`src/rtl/turbo_frame_loader.sv`:
```
// Ping-pong frame loader: serial LLR stream into two encoder matrices per bank, one frame presented at a time.
// Optional frame/error counters are enabled with `define TURBO_FRAME_LOADER_COUNT_EN.
module turbo_frame_loader #(
    parameter int BITS            = 16,
    parameter int BITS_PER_SYMBOL = 2,
    parameter int SYMBOLS         = 10
) (
    input  logic            clk,
    input  logic            rstn,
    input  logic            s_valid,
    output logic            s_ready,
    input  logic [BITS-1:0] s_data,
    input  logic            s_last,
    input  logic            frame_done,
    output logic            out_valid,
    output logic            busy,
    output logic            len_err,
`ifdef TURBO_FRAME_LOADER_COUNT_EN
    output logic [15:0]     frame_count,
    output logic [7:0]      err_count,
`endif
    output logic [BITS_PER_SYMBOL-1:0][SYMBOLS-1:0][BITS-1:0] encoder1_data_out,
    output logic [BITS_PER_SYMBOL-1:0][SYMBOLS-1:0][BITS-1:0] encoder2_data_out
);

    localparam int HALF_LEN  = BITS_PER_SYMBOL * SYMBOLS;
    localparam int FRAME_LEN = 2 * HALF_LEN;
    localparam int IDX_W     = $clog2(FRAME_LEN);
    localparam logic [IDX_W-1:0] LAST_IDX = IDX_W'(FRAME_LEN - 1);

    typedef enum logic [1:0] {
        ST_EMPTY   = 2'd0,
        ST_FILLING = 2'd1,
        ST_FULL    = 2'd2,
        ST_ACTIVE  = 2'd3
    } bank_st_e;

    bank_st_e         st_q [2];
    bank_st_e         st_d [2];
    logic             fill_bank_q, fill_bank_d;
    logic             active_bank_q, active_bank_d;
    logic             busy_q, busy_d;
    logic             out_valid_q, out_valid_d;
    logic             len_err_q, len_err_d;
    logic [IDX_W-1:0] idx_q, idx_d;
    logic [BITS-1:0]  mem_q [2][FRAME_LEN];

    logic accept;
    logic at_last;
    logic close_frm;
    logic short_close;
    logic done;

    assign s_ready     = (st_q[fill_bank_q] == ST_EMPTY) || (st_q[fill_bank_q] == ST_FILLING);
    assign accept      = s_valid && s_ready;
    assign at_last     = (idx_q == LAST_IDX);
    assign close_frm   = accept && (s_last || at_last);
    assign short_close = accept && s_last && !at_last;
    assign done        = frame_done && busy_q;

    always_comb begin
        st_d[0]       = st_q[0];
        st_d[1]       = st_q[1];
        fill_bank_d   = fill_bank_q;
        active_bank_d = active_bank_q;
        idx_d         = idx_q;
        busy_d        = busy_q;
        out_valid_d   = 1'b0;
        len_err_d     = 1'b0;

        if (accept) begin
            idx_d             = idx_q + IDX_W'(1);
            st_d[fill_bank_q] = ST_FILLING;
        end
        if (close_frm) begin
            st_d[fill_bank_q] = ST_FULL;
            fill_bank_d       = ~fill_bank_q;
            idx_d             = '0;
            len_err_d         = (s_last != at_last);
        end
        if (done) begin
            st_d[active_bank_q] = ST_EMPTY;
            busy_d              = 1'b0;
        end
        // Handoff sees this edge's close and release, so a frame is presented one cycle after its last sample.
        // The non-fill bank always holds the older frame, so it wins when both are full.
        if (!busy_d) begin
            if (st_d[~fill_bank_q] == ST_FULL) begin
                st_d[~fill_bank_q] = ST_ACTIVE;
                active_bank_d      = ~fill_bank_q;
                busy_d             = 1'b1;
                out_valid_d        = 1'b1;
            end else if (st_d[fill_bank_q] == ST_FULL) begin
                st_d[fill_bank_q] = ST_ACTIVE;
                active_bank_d     = fill_bank_q;
                busy_d            = 1'b1;
                out_valid_d       = 1'b1;
            end
        end
    end

    always_ff @(posedge clk or negedge rstn) begin
        if (!rstn) begin
            st_q[0]       <= ST_EMPTY;
            st_q[1]       <= ST_EMPTY;
            fill_bank_q   <= 1'b0;
            active_bank_q <= 1'b0;
            idx_q         <= '0;
            busy_q        <= 1'b0;
            out_valid_q   <= 1'b0;
            len_err_q     <= 1'b0;
        end else begin
            st_q[0]       <= st_d[0];
            st_q[1]       <= st_d[1];
            fill_bank_q   <= fill_bank_d;
            active_bank_q <= active_bank_d;
            idx_q         <= idx_d;
            busy_q        <= busy_d;
            out_valid_q   <= out_valid_d;
            len_err_q     <= len_err_d;
        end
    end

    // A short frame clears the tail of its bank so stale samples never reach the decoder.
    always_ff @(posedge clk or negedge rstn) begin
        if (!rstn) begin
            for (int b = 0; b < 2; b++) begin
                for (int j = 0; j < FRAME_LEN; j++) begin
                    mem_q[b][j] <= '0;
                end
            end
        end else if (accept) begin
            for (int j = 0; j < FRAME_LEN; j++) begin
                if (IDX_W'(j) == idx_q) begin
                    mem_q[fill_bank_q][j] <= s_data;
                end else if (short_close && (IDX_W'(j) > idx_q)) begin
                    mem_q[fill_bank_q][j] <= '0;
                end
            end
        end
    end

    always_comb begin
        encoder1_data_out = '0;
        encoder2_data_out = '0;
        for (int r = 0; r < BITS_PER_SYMBOL; r++) begin
            for (int c = 0; c < SYMBOLS; c++) begin
                encoder1_data_out[r][c] = mem_q[active_bank_q][r*SYMBOLS + c];
                encoder2_data_out[r][c] = mem_q[active_bank_q][HALF_LEN + r*SYMBOLS + c];
            end
        end
    end

    assign out_valid = out_valid_q;
    assign busy      = busy_q;
    assign len_err   = len_err_q;

`ifdef TURBO_FRAME_LOADER_COUNT_EN
    logic [15:0] frame_cnt_q;
    logic [7:0]  err_cnt_q;

    // Counters advance on the same edge that raises out_valid / len_err.
    always_ff @(posedge clk or negedge rstn) begin
        if (!rstn) begin
            frame_cnt_q <= '0;
            err_cnt_q   <= '0;
        end else begin
            if (out_valid_d) begin
                frame_cnt_q <= frame_cnt_q + 16'd1;
            end
            if (len_err_d && (err_cnt_q != 8'hFF)) begin
                err_cnt_q <= err_cnt_q + 8'd1;
            end
        end
    end

    assign frame_count = frame_cnt_q;
    assign err_count   = err_cnt_q;
`endif

endmodule
```
`config.mk`:
```
export PLATFORM = sky130hd
export DESIGN_NAME = turbo_frame_loader
export DESIGN_NICKNAME = d
export VERILOG_FILES = /design/src/rtl/turbo_frame_loader.sv
export SDC_FILE = /design/constraint.sdc
export NUM_CORES = 2
export LEC_CHECK = 0
export CORE_ASPECT_RATIO = 1.1
export CORE_UTILIZATION = 35
export DETAILED_ROUTE_END_ITERATION = 12
export SYNTH_ARGS = -nofsm -noshare
export SYNTH_HDL_FRONTEND = slang
export SYNTH_SLANG_ARGS = --single-unit
```
`constraint.sdc`:
```
create_clock -name clk -period 3.7 [get_ports clk]
set_input_delay 0.555 -clock clk [delete_from_list [all_inputs] [get_ports clk]]
set_output_delay 0.555 -clock clk [all_outputs]
set_load 0.02 [all_outputs]
```
==> results <==
- The final number of hold-violating endpoints is 0.
- The number of global-route vias before repair was ~42000.
- The fmax is 0.275 GHz.
- Grouping stages by cell kind, the critical path spends the most delay in buffers and inverters.
- The run finished, with violations left.
- The number of clock buffers added by TritonCTS is 142.
- The vertical extent of the die is 421 um.
- TritonCTS built the clock tree.
- The synthesized instance count is 4252.
- The largest individual stage delay along the critical path comes from the cell sky130_fd_sc_hd__clkdlybuf4s50_1.
- The number of iterations in the first detailed-routing pass is 10.
- The number of resized instances in the post-cts repair step is 0.
- The final worst slack is about 70 ps.
- STA classifies the critical path startpoint as a flip-flop.
- In this run the post-CTS setup repair buffer count came out at 0.
- The effective utilization at floorplan is 35.2%.
- The async set-reset flop share out of synthesis is 100%.
- The commonest cells after synthesis are 1295 x sky130_fd_sc_hd__dfrtp_1, 672 x sky130_fd_sc_hd__mux2_2, 662 x sky130_fd_sc_hd__a22o_1.
- The cell area after placement is ~65000 um2.
- Sorting the synthesized cells by area gives the leading types as sky130_fd_sc_hd__dfrtp_1 58%, sky130_fd_sc_hd__mux2_2 14%, sky130_fd_sc_hd__a22o_1 10%, sky130_fd_sc_hd__o2bb2ai_1 6.4%, sky130_fd_sc_hd__clkbuf_1 1.8%.
- After synthesis the netlist holds a flip-flop and latch count of 1295.
- The path class of the tightest hold or removal check is input port to flip-flop.
- The transition time at the pin with the least slew margin is 1280 ps.
- Global routing used 27.9% of the available tracks across all layers.
- Data arrives at the worst endpoint at roughly 3100 ps.
- The total detailed-routing wirelength is ~230000 um.
- The main combinational cell family by area after synthesis is compound AO/OA/AOI/OAI gates.
- The clock sink count is 1295.
- Synthesis produced a netlist with a net count of approximately 4300.
- The mux cell area share after synthesis is a little over an eighth.
- The count of cells along the worst register-to-register path is 6.
- The number of antenna violations at the first check in global routing is 8.
- The clock tree root driver cell is sky130_fd_sc_hd__clkbuf_16.
- On the final layout, the worst clock skew is 38.6 ps.
- A synthesized cell averages 13.1 um2.
- The standard-cell row count is 153.
- The final count of pins violating max slew came to 0.
- The total of buffers placed on input and output ports is 664.
- The logic depth of the worst path, buffers included is 4.
- The worst IR drop on VDD is 0.354 mV.
- The critical path start-end classification is flip-flop to output port.
- Counting both buffers and inverters, the worst setup path holds a total of 3.
- Walking the worst path, the cells encountered are buf_12 -> buf_4 -> mux2_2 -> clkdlybuf4s50_1.
- The setup TNS is 0 ps.
- The finished layout holds 7042 standard cells, fillers aside.
- Setup repair after global routing left no endpoint under its margin.
- For this run, the number of Yosys warnings is 0.
- The total I/O pin count is between 600 and 700.
- The clock reaches the later pin of the worst-skew pair after 820 ps.
- The finished cells cover roughly 70000 um2.
- The residual overflow from global routing is 0.
- The cell area after technology mapping is 55700 um2.
- The critical path endpoint category is an output port.
- At the end of the flow, the number of nets in the layout was 4856.
- The share of layout cells above drive strength 1 is 24.8%.
- The final critical path takes up 98.1% of the cycle.
- The routed layout has about 42000 vias.
- Clock-pin slew was measured on the worst setup and hold paths at approximately 60 ps.
- In this run the tightest slew margin relative to its limit is roughly 14%.
- Yosys mapped the design onto 76 distinct sky130hd cell types.
- Setup violations remaining at the end of the flow were counted as 0.
- The most repeated cell in the gate-level netlist after synthesis is sky130_fd_sc_hd__dfrtp_1.
- The biggest area contributor in the post-synthesis netlist is sky130_fd_sc_hd__dfrtp_1.
- The worst-case setup slack after placement is 246 ps.
- The post-detailed-route wirelength per cell is approximately 32 um.
- The detail route stage leaves a number of antenna-violating nets equal to 0.
- The total of max-cap violations is 0.
- Buffers inserted to repair hold after CTS numbered 1.
- Power spread over the standard cell area amounts to 603 nW/um2.
- The maximum number of pins on one net before global-route repair is around 170.
- The core region is 158000 um2.
- The post-synthesis share of cell area spent on full adders, half adders and majority gates is 0.0898%.
- The final reports fail on design-rule violations.
- The final HPWL from detailed placement is between 150000 and 200000 um.
- The first global-routing pass estimated 322000 um of wire.
- The post-synthesis to final-layout area growth is 25.6%.
- The peak fanout along the critical path is 31.
- The maximum level of the CTS H-tree is 4.
- The overall die area is 161000 um2.
- In the synthesized netlist the dominant register cell turns out to be sky130_fd_sc_hd__dfrtp_1.
- The die extent in x is 382 um.
- The DRC violation total after the first TritonRoute iteration is 4359.
- The share of synthesized cell area in and, or, nand and nor gates is roughly 4.2%.
- Summed over its instances, the top area cell type makes up 58.2% of the synthesized netlist area.
- The deepest clock path buffer count is 3.
- The number of inserted filler cells in the final layout is 14500.
- The share of the core filled with cells in the final layout is between 40% and 50%.
- After detailed placement, the design holds a cell count of 6778.
- The final critical-path required period is 3630 ps.
- The placer's final routability congestion estimate is 0.848.
- In the routed layout, each cell is associated on average with a via count of about 5.9.
- For this run, the slowest stage of the critical path takes 560 ps.
- The number of instances on the worst hold path is 3.
- The post-synthesis xor/xnor area fraction is 0%.
- After detailed routing, the number of remaining DRC violations is 152.
- Sequential elements use 58.2% of the synthesized area.
- On the final layout, the worst hold slack is 193 ps.
- The count of flip-flops with a built-in enable after synthesis is 0.
- The overall power after layout is 42.2 mW.
- The endpoint required time on the critical path is 3140 ps.
- The leakage power summed over all cells is 31.4 nW.
- The compound-cell area share of the yosys netlist is 20.4%.
[area by class of cell]
cell class              count  area [um2]  share of cell area [%]
clock inverters            58        1000                    1.43
repair buffers            870        8460                    12.1
well taps                2092        2620                    3.74
flip-flops and latches   1295       32400                    46.3
inverters                  12        45.0                  0.0643
diodes                      5        12.5                  0.0179
clock buffers             200        4050                    5.79
multi-input cells        2510       21400                    30.6
[cell usage in the layout (no fill, tap or decap), types with 15 or more instances in the layout]
cell type / instances
sky130_fd_sc_hd__clkinv_2: 16
sky130_fd_sc_hd__nand2_2: 23
sky130_fd_sc_hd__and3_1: 15
sky130_fd_sc_hd__o21ai_1: 35
sky130_fd_sc_hd__a211oi_1: 16
sky130_fd_sc_hd__o2bb2ai_1: 410
sky130_fd_sc_hd__buf_4: 195
sky130_fd_sc_hd__dfrtp_1: 1290
sky130_fd_sc_hd__nand2_1: 247
sky130_fd_sc_hd__buf_12: 25
sky130_fd_sc_hd__clkbuf_16: 142
sky130_fd_sc_hd__clkdlybuf4s50_1: 646
sky130_fd_sc_hd__nand3_1: 25
sky130_fd_sc_hd__clkbuf_1: 30
sky130_fd_sc_hd__nand4_1: 17
sky130_fd_sc_hd__clkbuf_8: 28
sky130_fd_sc_hd__a32o_1: 50
sky130_fd_sc_hd__mux2_2: 672
sky130_fd_sc_hd__nor2_1: 61
sky130_fd_sc_hd__o21ai_0: 106
sky130_fd_sc_hd__bufinv_16: 15
sky130_fd_sc_hd__nor2b_1: 27
sky130_fd_sc_hd__a22o_1: 662
[sequential cells by signal (all words and copies together) (netlist names)]
| register | count |
|---|---|
| busy | 1 |
| idx_q | 6 |
| active_bank_q | 1 |
| len_err | 1 |
| fill_bank_q | 1 |
| st_q | 4 |
| out_valid | 1 |
| mem_q | 1280 |
[power by group]
part | total [mW] | switching, mW | internal [mW]
sequential | 15.8 | 0.615 | 15.1
clock | 15.3 | 6.41 | 8.84
combinational | 11.2 | 7.29 | 3.92
[layer usage]
metal | vias to the layer above | share of wire (%) | GRT usage (%)
met2 | 1899 | 46 | 43.3
met5 | - | 0 | 0
li1 | 17200 | - | -
met3 | 331 | 7.5 | 5.96
met1 | 22100 | 43 | 38.3
met4 | 0 | 3.7 | 10.4
[kinds of logic (layout without fill, tap and decap cells)]
kind of cell	after synthesis	count (layout)
adder cells (fa/ha/maj)	4	4
AO/OA/AOI/OAI	1349	1349
other	0	5
AND/OR/NAND/NOR	484	484
buffers and inverters	447	1140
multiplexers	673	673
flip-flops	1295	1295
[worst register-to-register path, cell delays in order, from the launching register on]
cell and delay (ps):
sky130_fd_sc_hd__dfrtp_2 610, sky130_fd_sc_hd__mux2_4 380, sky130_fd_sc_hd__inv_2 260, sky130_fd_sc_hd__nand2_1 370, sky130_fd_sc_hd__o22ai_1 510, sky130_fd_sc_hd__nand2_1 570
sky130_fd_sc_hd__a22o_1 370
[worst paths after layout]
check | start | to | slack, ps
max in group asynchronous | rstn | mem_q[920]$_DFFE_PN0P_ | 2090
max reg2reg | fill_bank_q$_DFFE_PN0N_ | mem_q[1189]$_DFFE_PN0P_ | 510
min reg2reg | mem_q[1023]$_DFFE_PN0P_ | mem_q[1023]$_DFFE_PN0P_ | 480
min | s_data[12] | mem_q[732]$_DFFE_PN0P_ | 190
min in group asynchronous | rstn | mem_q[309]$_DFFE_PN0P_ | 260
max | active_bank_q$_DFFE_PN0P_ | encoder2_data_out[180] | 70
Note: power is estimated with default switching activity, not from simulation.
